`config.mk`:
```
export PLATFORM = sky130hd
export DESIGN_NAME = skp_sync_elastic_buffer
export DESIGN_NICKNAME = d
export VERILOG_FILES = /design/src/rtl/eb_pkg.sv /design/src/rtl/eb_sync_ram.sv /design/src/rtl/skp_sync_elastic_buffer.sv
export SDC_FILE = /design/constraint.sdc
export NUM_CORES = 1
export LEC_CHECK = 0
export ABC_AREA = 1
export CAP_MARGIN = 20
export CORE_UTILIZATION = 50
export DETAILED_ROUTE_END_ITERATION = 7
export PLACE_DENSITY = 0.68
export RECOVER_POWER = 50
export SLEW_MARGIN = 20
export SYNTH_ARGS = -nofsm -noshare
export SYNTH_HDL_FRONTEND = slang
export SYNTH_SLANG_ARGS = --single-unit
```
`constraint.sdc`:
```
create_clock -name sys_clk_i -period 7.26 [get_ports sys_clk_i]
set_input_delay 1.452 -clock sys_clk_i [delete_from_list [all_inputs] [get_ports sys_clk_i]]
set_output_delay 1.452 -clock sys_clk_i [all_outputs]
set_load 0.03 [all_outputs]
```
`src/rtl/eb_pkg.sv`:
```
// rtl/eb_pkg.sv - shared types, constants and the SKP match helper for the elastic buffer
package eb_pkg;

   typedef enum logic {
      IDLE = 1'b0,
      RUN  = 1'b1
   } eb_rd_state_e;

   localparam int ERR_OVF_BIT = 0;
   localparam int ERR_UDF_BIT = 1;
   localparam int CNT_W       = 16;

   // Callers zero-extend to this width, so any symbol width up to 64 bits fits.
   localparam int SKP_MAX_W   = 64;

   function automatic logic is_skp(input logic [SKP_MAX_W-1:0] data,
                                   input logic [SKP_MAX_W-1:0] seq1,
                                   input logic [SKP_MAX_W-1:0] seq2);
      return (data == seq1) || (data == seq2);
   endfunction

endpackage

```
`src/rtl/eb_sync_ram.sv`:
```
// rtl/eb_sync_ram.sv - single-clock storage array, one synchronous write port and one asynchronous read port
module eb_sync_ram #(
   parameter int DATA_WIDTH = 20,
   parameter int FIFO_DEPTH = 32,
   localparam int ADDR_W    = $clog2(FIFO_DEPTH)
) (
   input  logic                  clk,
   input  logic                  wr_en,
   input  logic [ADDR_W-1:0]     wr_addr,
   input  logic [DATA_WIDTH-1:0] wr_data,
   input  logic [ADDR_W-1:0]     rd_addr,
   output logic [DATA_WIDTH-1:0] rd_data
);

   logic [DATA_WIDTH-1:0] mem [FIFO_DEPTH];

   always_ff @(posedge clk) begin
      if (wr_en) begin
         mem[wr_addr] <= wr_data;
      end
   end

   assign rd_data = mem[rd_addr];

endmodule

```
`src/rtl/skp_sync_elastic_buffer.sv`:
```
// rtl/skp_sync_elastic_buffer.sv - single-clock elastic buffer with SKP drop/insert rate compensation
// Optional pass-through mode enabled by defining EB_BYPASS_EN (adds cfg_bypass_i).
module skp_sync_elastic_buffer
   import eb_pkg::*;
#(
   parameter int DATA_WIDTH = 20,
   parameter int FIFO_DEPTH = 32,
   localparam int FILL_W    = $clog2(FIFO_DEPTH) + 1
) (
   input  logic                  sys_clk_i,
   input  logic                  sys_arst_n_i,
`ifdef EB_BYPASS_EN
   input  logic                  cfg_bypass_i,
`endif
   input  logic [DATA_WIDTH-1:0] wr_data_i,
   input  logic                  wr_vld_i,
   input  logic                  rd_rdy_i,
   output logic [DATA_WIDTH-1:0] rd_data_o,
   output logic                  rd_vld_o,
   input  logic [FILL_W-1:0]     cfg_cor_max_i,
   input  logic [FILL_W-1:0]     cfg_cor_min_i,
   input  logic [DATA_WIDTH-1:0] cfg_cor_seq_val_1_i,
   input  logic [DATA_WIDTH-1:0] cfg_cor_seq_val_2_i,
   input  logic                  cfg_clr_i,
   output logic [FILL_W-1:0]     stat_fill_level_o,
   output logic [CNT_W-1:0]      stat_cnt_add_o,
   output logic [CNT_W-1:0]      stat_cnt_drop_o,
   output logic                  skp_add_evt_pulse_o,
   output logic                  skp_drop_evt_pulse_o,
   output logic [1:0]            err_status_o
);

   localparam int ADDR_W = $clog2(FIFO_DEPTH);
   localparam logic [FILL_W-1:0] FULL_LVL = FILL_W'(FIFO_DEPTH);

   eb_rd_state_e          state, state_nxt;
   logic [FILL_W-1:0]     wr_ptr, rd_ptr, wr_ptr_nxt, rd_ptr_nxt;
   logic [FILL_W-1:0]     fill, fill_nxt;
   logic [DATA_WIDTH-1:0] head;
   logic                  wr_skp, head_skp, bypass;
   logic                  do_drop, do_ovf, do_store;
   logic                  do_pop, do_ins, do_udf;

`ifdef EB_BYPASS_EN
   assign bypass = cfg_bypass_i;
`else
   assign bypass = 1'b0;
`endif

   assign fill     = wr_ptr - rd_ptr;
   assign wr_skp   = is_skp(SKP_MAX_W'(wr_data_i), SKP_MAX_W'(cfg_cor_seq_val_1_i),
                            SKP_MAX_W'(cfg_cor_seq_val_2_i));
   assign head_skp = is_skp(SKP_MAX_W'(head), SKP_MAX_W'(cfg_cor_seq_val_1_i),
                            SKP_MAX_W'(cfg_cor_seq_val_2_i));

   eb_sync_ram #(
      .DATA_WIDTH (DATA_WIDTH),
      .FIFO_DEPTH (FIFO_DEPTH)
   ) u_ram (
      .clk     (sys_clk_i),
      .wr_en   (do_store),
      .wr_addr (wr_ptr[ADDR_W-1:0]),
      .wr_data (wr_data_i),
      .rd_addr (rd_ptr[ADDR_W-1:0]),
      .rd_data (head)
   );

   // Read side resolved first: overflow only fires when no pop frees a slot this cycle.
   always_comb begin
      do_udf    = 1'b0;
      do_ins    = 1'b0;
      do_pop    = 1'b0;
      do_drop   = 1'b0;
      do_ovf    = 1'b0;
      do_store  = 1'b0;
      state_nxt = state;
      if (bypass) begin
         state_nxt = IDLE;
      end else begin
         if (state == IDLE) begin
            if (fill >= cfg_cor_min_i) begin
               state_nxt = RUN;
            end
         end else if (rd_rdy_i) begin
            if (fill == '0) begin
               do_udf    = 1'b1;
               state_nxt = IDLE;
            end else if (head_skp && (fill < cfg_cor_min_i)) begin
               do_ins = 1'b1;
            end else begin
               do_pop = 1'b1;
            end
         end
         if (wr_vld_i) begin
            if (wr_skp && (fill > cfg_cor_max_i)) begin
               do_drop = 1'b1;
            end else if ((fill == FULL_LVL) && !do_pop) begin
               do_ovf = 1'b1;
            end else begin
               do_store = 1'b1;
            end
         end
      end
   end

   always_comb begin
      wr_ptr_nxt = wr_ptr + {{(FILL_W-1){1'b0}}, do_store};
      rd_ptr_nxt = rd_ptr + {{(FILL_W-1){1'b0}}, do_pop};
      if (bypass) begin
         wr_ptr_nxt = '0;
         rd_ptr_nxt = '0;
      end
      fill_nxt = wr_ptr_nxt - rd_ptr_nxt;
   end

   always_ff @(posedge sys_clk_i or negedge sys_arst_n_i) begin
      if (!sys_arst_n_i) begin
         state                <= IDLE;
         wr_ptr               <= '0;
         rd_ptr               <= '0;
         rd_data_o            <= '0;
         rd_vld_o             <= 1'b0;
         stat_fill_level_o    <= '0;
         stat_cnt_add_o       <= '0;
         stat_cnt_drop_o      <= '0;
         skp_add_evt_pulse_o  <= 1'b0;
         skp_drop_evt_pulse_o <= 1'b0;
         err_status_o         <= '0;
      end else begin
         state                <= state_nxt;
         wr_ptr               <= wr_ptr_nxt;
         rd_ptr               <= rd_ptr_nxt;
         stat_fill_level_o    <= fill_nxt;
         skp_add_evt_pulse_o  <= do_ins;
         skp_drop_evt_pulse_o <= do_drop;
         if (bypass) begin
            rd_data_o <= wr_data_i;
            rd_vld_o  <= wr_vld_i;
         end else begin
            if (do_pop || do_ins) begin
               rd_data_o <= head;
            end
            rd_vld_o <= do_pop || do_ins;
         end
         if (cfg_clr_i) begin
            stat_cnt_add_o  <= '0;
            stat_cnt_drop_o <= '0;
            err_status_o    <= '0;
         end else begin
            if (do_ins && (stat_cnt_add_o != {CNT_W{1'b1}})) begin
               stat_cnt_add_o <= stat_cnt_add_o + 1'b1;
            end
            if (do_drop && (stat_cnt_drop_o != {CNT_W{1'b1}})) begin
               stat_cnt_drop_o <= stat_cnt_drop_o + 1'b1;
            end
            err_status_o[ERR_OVF_BIT] <= err_status_o[ERR_OVF_BIT] | do_ovf;
            err_status_o[ERR_UDF_BIT] <= err_status_o[ERR_UDF_BIT] | do_udf;
         end
      end
   end

endmodule

```
# == Word level (Yosys, flattened, before mapping) ==
# Memories as Yosys holds them, arrays and structs flattened.
# Index checks and enable logic that the tools add are counted.
# word_totals
in_bits,77
mem_bits_rw,640
ff_bits,76
out_inout_bits,63
mem_count,1
# op_classes
bitwise,2
n_mux,30
order_cmp,3
eq_ne,7
n_reduce_logical,12
addsub,6
# memory_table
name,words,width,read_ports,rd_clocked_by_memory_dff,wr,line_no,source
u_ram.mem,32,20,1,0,1,eb_sync_ram.sv:15,logic [DATA_WIDTH-1:0] mem [FIFO_DEPTH];
# op_table
cell,n
equality test 20 bit,4
two-way mux 16 bit,4
"adder 16 x 1 -> 16 bit, second input constant",2
"!= test 16 bit, second input constant",2
two-way mux 1 bit,25
adder 6 x 1 -> 6 bit,2
subtractor 6 bit,2
"equality test 6 bit, second input constant",1
greater-or-equal comparator 6 bit,1
greater-than comparator 6 bit,1
zero test 6 bit,1
less-than comparator 6 bit,1
logical AND 1 bit,5
nonzero test 2 bit,2
logical OR 1 bit,3
two-way mux 2 bit,1
bitwise OR 1 bit,2
zero test 1 bit,1

# == Logic depth before layout (Yosys ltp) ==
# Gate-level depths: netlist of the first run.
# An unclocked memory read counts as a cell.
# depth
word_depth,15
depth_mapped,38
depth_no_buf,33

# == Cells and area by module ==
# Synthesis of the first run repeated with hierarchy kept, for this count alone.
# hier_totals
cells_unflattened,2916
area_unflattened_um2,31661.6
# by_module_without_submodules
module,seq_area_each_um2,area_per_inst_um2,instances,cells_each
eb_sync_ram,19218.4,26118.8,1,2210
skp_sync_elastic_buffer,1901.8,5542.8,1,706

# == Worst setup path before layout of the first run ==
# OpenSTA, ideal clock, no wires.
# synth_timing
path_kind,register -> register
start,register rd_ptr[2]
end,register stat_fill_level_o[5]
slack_ps,2502
path_stages_with_launch,31
setup_ps,124
arrival_time_ps,4634
path_buffers,3
required_ps,7136
path_cell_list,dfrtp_1 -> buf_2 -> inv_1 -> clkbuf_1 -> ha_1 -> a21oi_1 -> nand2_1 -> nand2_1 -> nand2_1 -> a21oi_1 -> xnor2_1 -> ha_1 -> nand4_1 -> o221a_2 -> nor3b_1 -> nor2_1 -> nand2_4 -> buf_6 -> inv_2 -> ha_1 -> ha_1 -> nand2_1 -> inv_1 -> nor2_1 -> ha_1 -> a21oi_1 -> nand2_1 -> nand2_1 -> nand2_1 -> a21oi_1 -> xnor2_1
# synth_between
elab_chain_cells,15
word_cells_on_any_way,23
# synth_lines
element,line_no,source
start: declaration,skp_sync_elastic_buffer.sv:37,"logic [FILL_W-1:0] wr_ptr, rd_ptr, wr_ptr_nxt, rd_ptr_nxt;"
start signal: assignment,skp_sync_elastic_buffer.sv:132,rd_ptr <= rd_ptr_nxt;
branches (longest 11 deep; another with subtractor 6 bit),--,
two-way mux 1 bit (*),skp_sync_elastic_buffer.sv:95,if (wr_skp && (fill > cfg_cor_max_i)) begin
two-way mux 1 bit (*),skp_sync_elastic_buffer.sv:94,if (wr_vld_i) begin
adder 6 x 1 -> 6 bit (*),skp_sync_elastic_buffer.sv:107,"wr_ptr_nxt = wr_ptr + {{(FILL_W-1){1'b0}}, do_store};"
net wr_ptr_nxt[2],skp_sync_elastic_buffer.sv:37,
subtractor 6 bit (*),skp_sync_elastic_buffer.sv:113,fill_nxt = wr_ptr_nxt - rd_ptr_nxt;
net fill_nxt[5],skp_sync_elastic_buffer.sv:38,"logic [FILL_W-1:0] fill, fill_nxt;"
end signal: assignment,skp_sync_elastic_buffer.sv:133,stat_fill_level_o <= fill_nxt;
end: declaration,skp_sync_elastic_buffer.sv:25,"output logic [FILL_W-1:0] stat_fill_level_o,"
# Mark *: on every way through the listed nets, which the timed path passes.
# A chain may end at the register's enable or synchronous reset.

# == Worst setup path after layout of the first run ==
# layout_timing
start,input port wr_data_i[4]
end,register stat_fill_level_o[5]
# layout_between
elab_chain_cells,7
word_cells_on_any_way,8
# layout_lines
element,line_no,source
start: declaration,skp_sync_elastic_buffer.sv:15,"input logic [DATA_WIDTH-1:0] wr_data_i,"
equality test 20 bit,eb_pkg.sv:19,return (data == seq1) || (data == seq2);
logical OR 1 bit (*),eb_pkg.sv:19,
logical AND 1 bit (*),skp_sync_elastic_buffer.sv:95,
two-way mux 1 bit (*),skp_sync_elastic_buffer.sv:95,
two-way mux 1 bit (*),skp_sync_elastic_buffer.sv:94,
adder 6 x 1 -> 6 bit (*),skp_sync_elastic_buffer.sv:107,
net wr_ptr_nxt[2],skp_sync_elastic_buffer.sv:37,
subtractor 6 bit (*),skp_sync_elastic_buffer.sv:113,
net fill_nxt[5],skp_sync_elastic_buffer.sv:38,
# Mark *: on every way through the listed nets, which the timed path passes. The rest lies on a longest branch.

==> results of run 1 <==
-- per-stage QoR --
| stage | setup WS, ns | hold WS (ns) | util (%) | instances |
|---|---|---|---|---|
| 3_5_place_dp | 1.33 | 0.472 | 54.9 | 3914 |
| 5_1_grt | 0.501 | 0.497 | 58.6 | 4049 |
| 3_3_place_gp | 1.32 | 0.467 | 54.9 | 3914 |
| 6_report | 0.915 | 0.475 | 58.6 | 4051 |
| 2_1_floorplan | 2.50 | 0.504 | - | 3008 |
| 4_1_cts | 1.72 | 0.486 | 58.7 | 4049 |
-- cells in the mapped netlist --
cell	n
or4_1	1
nor2_1	413
o21ai_1	12
buf_1	21
nand3_1	302
nand2_1	837
o211ai_1	18
o31ai_1	4
nor3b_1	3
buf_4	14
o21ai_0	180
nand2_2	3
clkinv_1	1
nor4_1	6
a22oi_1	1
buf_6	7
nand2_4	1
a41oi_1	1
nand3b_1	19
edfxtp_1	640
nand4_1	19
fa_1	2
nor3_1	23
o21a_1	1
xor2_1	37
dfrtp_1	76
xnor2_1	25
a21boi_0	1
a21oi_1	58
inv_2	3
nand4_2	1
or2_2	6
o221a_2	1
inv_1	138
clkbuf_1	46
buf_2	57
a31oi_1	2
ha_1	27
nor2_2	1
-- worst max-delay path by stage --
stage / to / slack [ns] / cells past startpoint / start
floorplan: stat_fill_level_o[5] / 2.50 / 30 / rd_ptr[2]
global placement: stat_fill_level_o[5] / 1.32 / 24 / wr_data_i[4]
detailed placement: stat_fill_level_o[5] / 1.33 / 24 / wr_data_i[4]
CTS: stat_fill_level_o[5] / 1.72 / 27 / rd_ptr[1]
global route: stat_fill_level_o[5] / 0.50 / 24 / wr_data_i[4]
finish: stat_fill_level_o[5] / 0.92 / 24 / wr_data_i[4]
-- worst reg2reg max path, delay by kind of cell (launching register included) --
family                     cells  cell delay [ns]
buffers and inverters          4             1.15
AOI/OAI and AO/OA              2             0.31
adders and majority gates      3             0.71
DFF                            1             0.69
and+or+nand+nor               23             2.62
xor gates and xnor gates       1             0.09
-- area by class of cell --
| cell class | count | area [um^2] | area share (%) |
|---|---|---|---|
| sequential | 716 | 21100 | 58.2 |
| multi-input combinational | 2005 | 9210 | 25.4 |
| clock buffer | 99 | 2050 | 5.65 |
| timing repair buffer | 214 | 1970 | 5.44 |
| tap | 837 | 1050 | 2.89 |
| inverter | 142 | 543 | 1.50 |
| clock inverter | 36 | 339 | 0.934 |
| antenna | 2 | 5.00 | 0.0138 |
-- power groups by stage --
stage | clock (mW) | sequential [mW] | combinational (mW)
detailed placement | 0 | 5.17 | 5.47
global route | 3.97 | 5.11 | 6.08
CTS | 3.82 | 5.08 | 5.50
finish | 3.77 | 5.09 | 5.52
global placement | 0 | 5.16 | 5.32
floorplan | 0 | 5.17 | 3.59
-- per-layer routing --
| layer | vias to the layer above | part of all wire (%) | GRT usage, % |
|---|---|---|---|
| li1 | 10500 | - | - |
| met1 | 11200 | 39 | 38.8 |
| met2 | 1268 | 46 | 45.7 |
| met3 | 245 | 10 | 5.45 |
| met4 | 4 | 4.3 | 11.9 |
| met5 | - | 0.025 | 0 |
-- cell families (layout without fill, tap and decap cells) --
group | after synthesis | after routing | share of synthesized area [%]
buf+inv | 287 | 491 | 3.98
simple gates | 1635 | 1635 | 21.4
other cells | 0 | 2 | 0
flops | 716 | 716 | 67.0
fa+ha+maj | 29 | 29 | 1.20
compound gates | 279 | 279 | 4.67
xor+xnor | 62 | 62 | 1.72
-- state kept, by name, summed over array words and instances, names as in the netlist, 2 cells and up --
name and count:
err_status_o 2, stat_cnt_drop_o 16, wr_ptr 6, u_ram.mem 640, stat_fill_level_o 6, rd_ptr 6
stat_cnt_add_o 16, rd_data_o 20
==> metrics.txt, run 1 <==
critical path launch point type primary input; Slew @ Worst Pin 4.52 ns; routed wire length 91,200 um; vias in the first global route 21,900; Post-Syn Area 31,500 um^2; initial antenna violation count 4; r2r worst-path depth 33; CTS Buf Count 75; final max-slew violation count 358; syn_nets 3,114; Crit Reg-Reg Startpoint rd_ptr[0]; Gate Count Post-Synth 3,008; die area 64,000 um^2; post-route cell area 36,300 um^2; layout cells sized above 1 approximately 6.3%; worst path required time 7.76 ns; Yosys cell types 39; Post-CTS Setup Bufs 0; fillers 5,125; GP Congestion 0.949; Tcrit/Tclk final around 87%; most frequent cells in the layout nand2_1 (837), edfxtp_1 (640), nor2_1 (380); CTS Hold Bufs 0; leakage roughly 14 nW; Synth area leaders edfxtp_1 (61%), nand2_1 (10%), dfrtp_1 (6.0%); htree depth 3; switching part of the total 39.7%; crit path kind in -> reg; Synth-to-Final Area Change 15.2%; Core ar. 61,900 um^2; clock root cell clkbuf_16; Reg-to-Reg End stat_fill_level_o[5]; worst hold start rd_data_o[0]; insertion delay to the later sink of the worst-skew pair 0.63 ns; clock buffer depth 3; Final min period ~6.3 ns; Post-DP HPWL 54,100 um; Setup Viol. Count Final 0; Starting Density 50.9%; CTS Sinks 716; Iteration-0 DRC Markers 2,936; Seq/Total Area, Yosys between 60% and 70%; clock skew 0.0348 ns; post-route ant nets 0; Die H 253 um; pin count of the biggest net entering global routing 145; CP max stage cell clkbuf_1; crit path DAT 6.84 ns; reg-to-reg slack, setup 1.58 ns; RSZ-0062 raised after global routing no; most common cell after layout, fill and taps aside nand2_1; net switching power around 5.7 mW; WHS Endpoint rd_data_o[0]; Worst Setup End Kind register; Placement Rows 91; Boundary Pins 140; First-pass DRT Iterations 6; fin nets 3,260; largest area contributor in the synthesized netlist edfxtp_1; Max Cap Viol 11; post-CTS resize count 0; failing checks capacitance limit, slew limit; die span in x around 250 um; crit-path leading delay family simple AND/OR/NAND/NOR gates; crit-path cells clkdlybuf4s50_1 > clkbuf_1 > xor2_1 > a21oi_1 > nand3_1 > nor2_1 > nand3_1 > nand2_1 > nor3b_1 > nor2_1 > nand2_4 > inv_2 > ha_1 > ha_1 > nand2_1 > inv_1 > nor2_1 > ha_1 > a21oi_1 > nand2_1 > nand2_1 > nand2_1 > a21oi_1 > xnor2_1; Tot GR Track Use about 29%; WL/cell about 23 um; post-placement cell area 34,000 um^2; status finished, violations left; clock-pin slew on the worst setup and hold paths 0.06 ns; Power, Total between 10 and 15 mW; Seq cells post-synth 716; worst hold stages 2; grt ovf 0; hold crit path type reg -> reg; PortBufs between 100 and 150; Worst slew margin -201%; critical path peak fanout 34; most prevalent standard cell on the critical path nand2_1; peak supply drop 0.000306 V; drc violations 0; first-pass GRT wire length ~140,000 um; share of the synthesized area in the top cell type 61.0%; Fmax about 160 MHz; logic gate share of total power 38.4%; setup TNS 0 ns; sequential share of power 35.4%; CTS tree yes; WP buf/inv 4; Crit path largest cell delay 1.12 ns; Clk network pwr share 26.2%; post-DR vias/cell about 5.7; syn_area_per_cell 10.5 um^2; Int Pwr between 8 and 9 mW; Yosys Warn Count 0; PD cells 396 nW/um^2; Fin. Hold Viols 0; DR vias 23,200
No activity file was read; power rests on OpenSTA's default activity.
==> inputs of run 2 (changes only) <==
--- a/config.mk
+++ b/config.mk
@@ -11,6 +11,7 @@
 export DETAILED_ROUTE_END_ITERATION = 7
 export PLACE_DENSITY = 0.68
 export RECOVER_POWER = 50
+export REMOVE_ABC_BUFFERS = 1
 export SLEW_MARGIN = 20
 export SYNTH_ARGS = -nofsm -noshare
 export SYNTH_HDL_FRONTEND = slang
==> run 2 against run 1 <==
Net effect: the run still ends with capacitance limit, slew limit left; critical path depth unchanged; final area barely moved; sequential share of layout area hardly changed; setup slack lost 0.019 ns.
==> metrics.txt, run 2 (synthesis gave the netlist of run 1 again) <==
post-DR vias/cell 5.64; Post-DP HPWL 52,600 um; PD cells 394 nW/um^2; final max-slew violation count between 300 and 400; met2 usage 45.2%; Final min period 6.36 ns; hold crit path type reg -> reg; CTS Buf Count 76; crit path DAT 6.92 ns; First-pass DRT Iterations 5; Setup Viol. Count Final 0; routed wire length 88,700 um; fillers 5,082; reg-to-reg slack, setup 1.37 ns; layout cells sized above 1 6.56%; most prevalent standard cell on the critical path nand2_1; die area ~64,000 um^2; status finished, violations left; pin count of the biggest net entering global routing 166; insertion delay to the later sink of the worst-skew pair 0.64 ns; Crit Reg-Reg Startpoint rd_ptr[0]; Die H 253 um; Place WS 1.23 ns; worst hold start rd_data_o[14]; failing checks capacitance limit, slew limit; Reg-to-Reg End stat_fill_level_o[5]; M3 GR Usage 4.52%; fin nets roughly 3,300; GR peak layer met2; Worst Setup End Kind register; most common cell after layout, fill and taps aside nand2_1; CP max stage cell clkbuf_1; Worst slew margin -90.2%; worst hold stages 2; Core ar. 61,900 um^2; htree depth 3; GP Congestion ~0.88; post-route cell area 36,300 um^2; crit-path leading delay family simple AND/OR/NAND/NOR gates; routing usage on met1 approximately 37%; WP buf/inv 4; Fin. Hold Viols 0; grt ovf 0; antenna cells 0; CTS tree yes; Tot GR Track Use 27.8%; clock buffer depth 3; most frequent cells in the layout nand2_1 (837), edfxtp_1 (640), nor2_1 (381); Slew @ Worst Pin 2.85 ns; WL/cell 21.9 um; critical path launch point type primary input; drc violations 0; max reg flops 640; Tcrit/Tclk final 87.7%; clock skew 0.0238 ns; PortBufs around 140; CTS Sinks 716; final worst setup slack roughly 0.9 ns; WHS Endpoint rd_data_o[14]; critical path peak fanout 35; clock root cell clkbuf_16; Post-CTS Setup Bufs 0; Iteration-0 DRC Markers 2,250; initial antenna violation count 1; clock-pin slew on the worst setup and hold paths 0.06 ns; crit path kind in -> reg; crit-path cells clkdlybuf4s50_1 > clkbuf_1 > nor2_1 > nor3_1 > nand4_1 > nor2_1 > nand3_1 > nand2_1 > nor3b_1 > nor2_1 > nand2_4 > inv_2 > ha_1 > ha_1 > nand2_1 > inv_1 > nor2_1 > ha_1 > a21oi_1 > nand2_1 > nand2_1 > nand2_1 > a21oi_1 > xnor2_1; Fmax 157 MHz; peak supply drop roughly 0.00026 V; register name with the most flops u_ram.mem; Power, Total about 14 mW; vias in the first global route 22,000; Final Util 58.6%; Boundary Pins 140; post-placement cell area between 30,000 and 40,000 um^2; Placement Rows 91; DR vias 22,900; RSZ-0062 raised after global routing no; die span in x 253 um; Crit path largest cell delay approximately 1.1 ns; CTS Hold Bufs 0; leakage 13.7 nW; Max Cap Viol 12; post-CTS resize count 0; worst path required time 7.81 ns; post-route ant nets 0; biggest registers after layout u_ram.mem (640), rd_data_o (20); r2r worst-path depth 32; first-pass GRT wire length 132,000 um; Synth-to-Final Area Change 15.1%; Starting Density around half
## run 2: cell count changes in the layout (fill, tap and decap cells not counted), sizes merged
cell / before / now
buf: 55 / 53
clkbuf: 120 / 123
bufinv: 6 / 5
clkinvlp: 0 / 2
diode: 2 / 0
inv: 143 / 144
clkinv: 29 / 32
## run 2: final cells by class
class | instances | area (um^2) | share of cell area, %
inverter | 142 | 543 | 1.50
timing repair buffer | 213 | 1910 | 5.27
multi-input combinational | 2005 | 9210 | 25.4
clock inverter | 41 | 342 | 0.942
sequential | 716 | 21100 | 58.3
clock buffer | 101 | 2090 | 5.76
tap | 837 | 1050 | 2.89
## run 2: worst max-delay path by stage
stage	start	end	slack [ns]	cells past startpoint
CTS	rd_ptr[1]	stat_fill_level_o[5]	1.60	33
global route	wr_data_i[2]	stat_fill_level_o[5]	0.53	24
floorplan	rd_ptr[0]	stat_fill_level_o[5]	-6.14	31
finish	wr_data_i[3]	stat_fill_level_o[5]	0.90	24
global placement	wr_data_i[2]	stat_fill_level_o[5]	1.15	24
detailed placement	wr_data_i[3]	stat_fill_level_o[5]	1.23	24
## run 2: through the flow
step	setup TNS [ns]	std cells	hold slack, ns
CTS	0	4055	0.487
finish	0	4055	0.475
global route	0	4055	0.505
detailed placement	0	3913	0.472
floorplan	-3920.20	2863	0.504
global placement	0	3913	0.466
## run 2: report_power, final
group	switching, mW	internal [mW]
Sequential	0.235	4.85
Clock	1.59	2.21
Combinational	3.83	1.59
## run 2: worst register-to-register path, delay by kind of cell, from the launching register on
| family | cells | cell delay, ns |
|---|---|---|
| AOI/OAI and AO/OA | 3 | 0.67 |
| buffers and inverters | 4 | 1.24 |
| adders and majority gates | 3 | 0.70 |
| xor gates and xnor gates | 1 | 0.13 |
| and+or+nand+nor | 21 | 2.18 |
| DFF | 1 | 0.90 |
## run 2: routing by layer
layer  wire length, um  share of wire (%)
met4              3610                4.1
met2             42800                 48
met3              7490                8.4
met5                13              0.015
met1             34800                 39
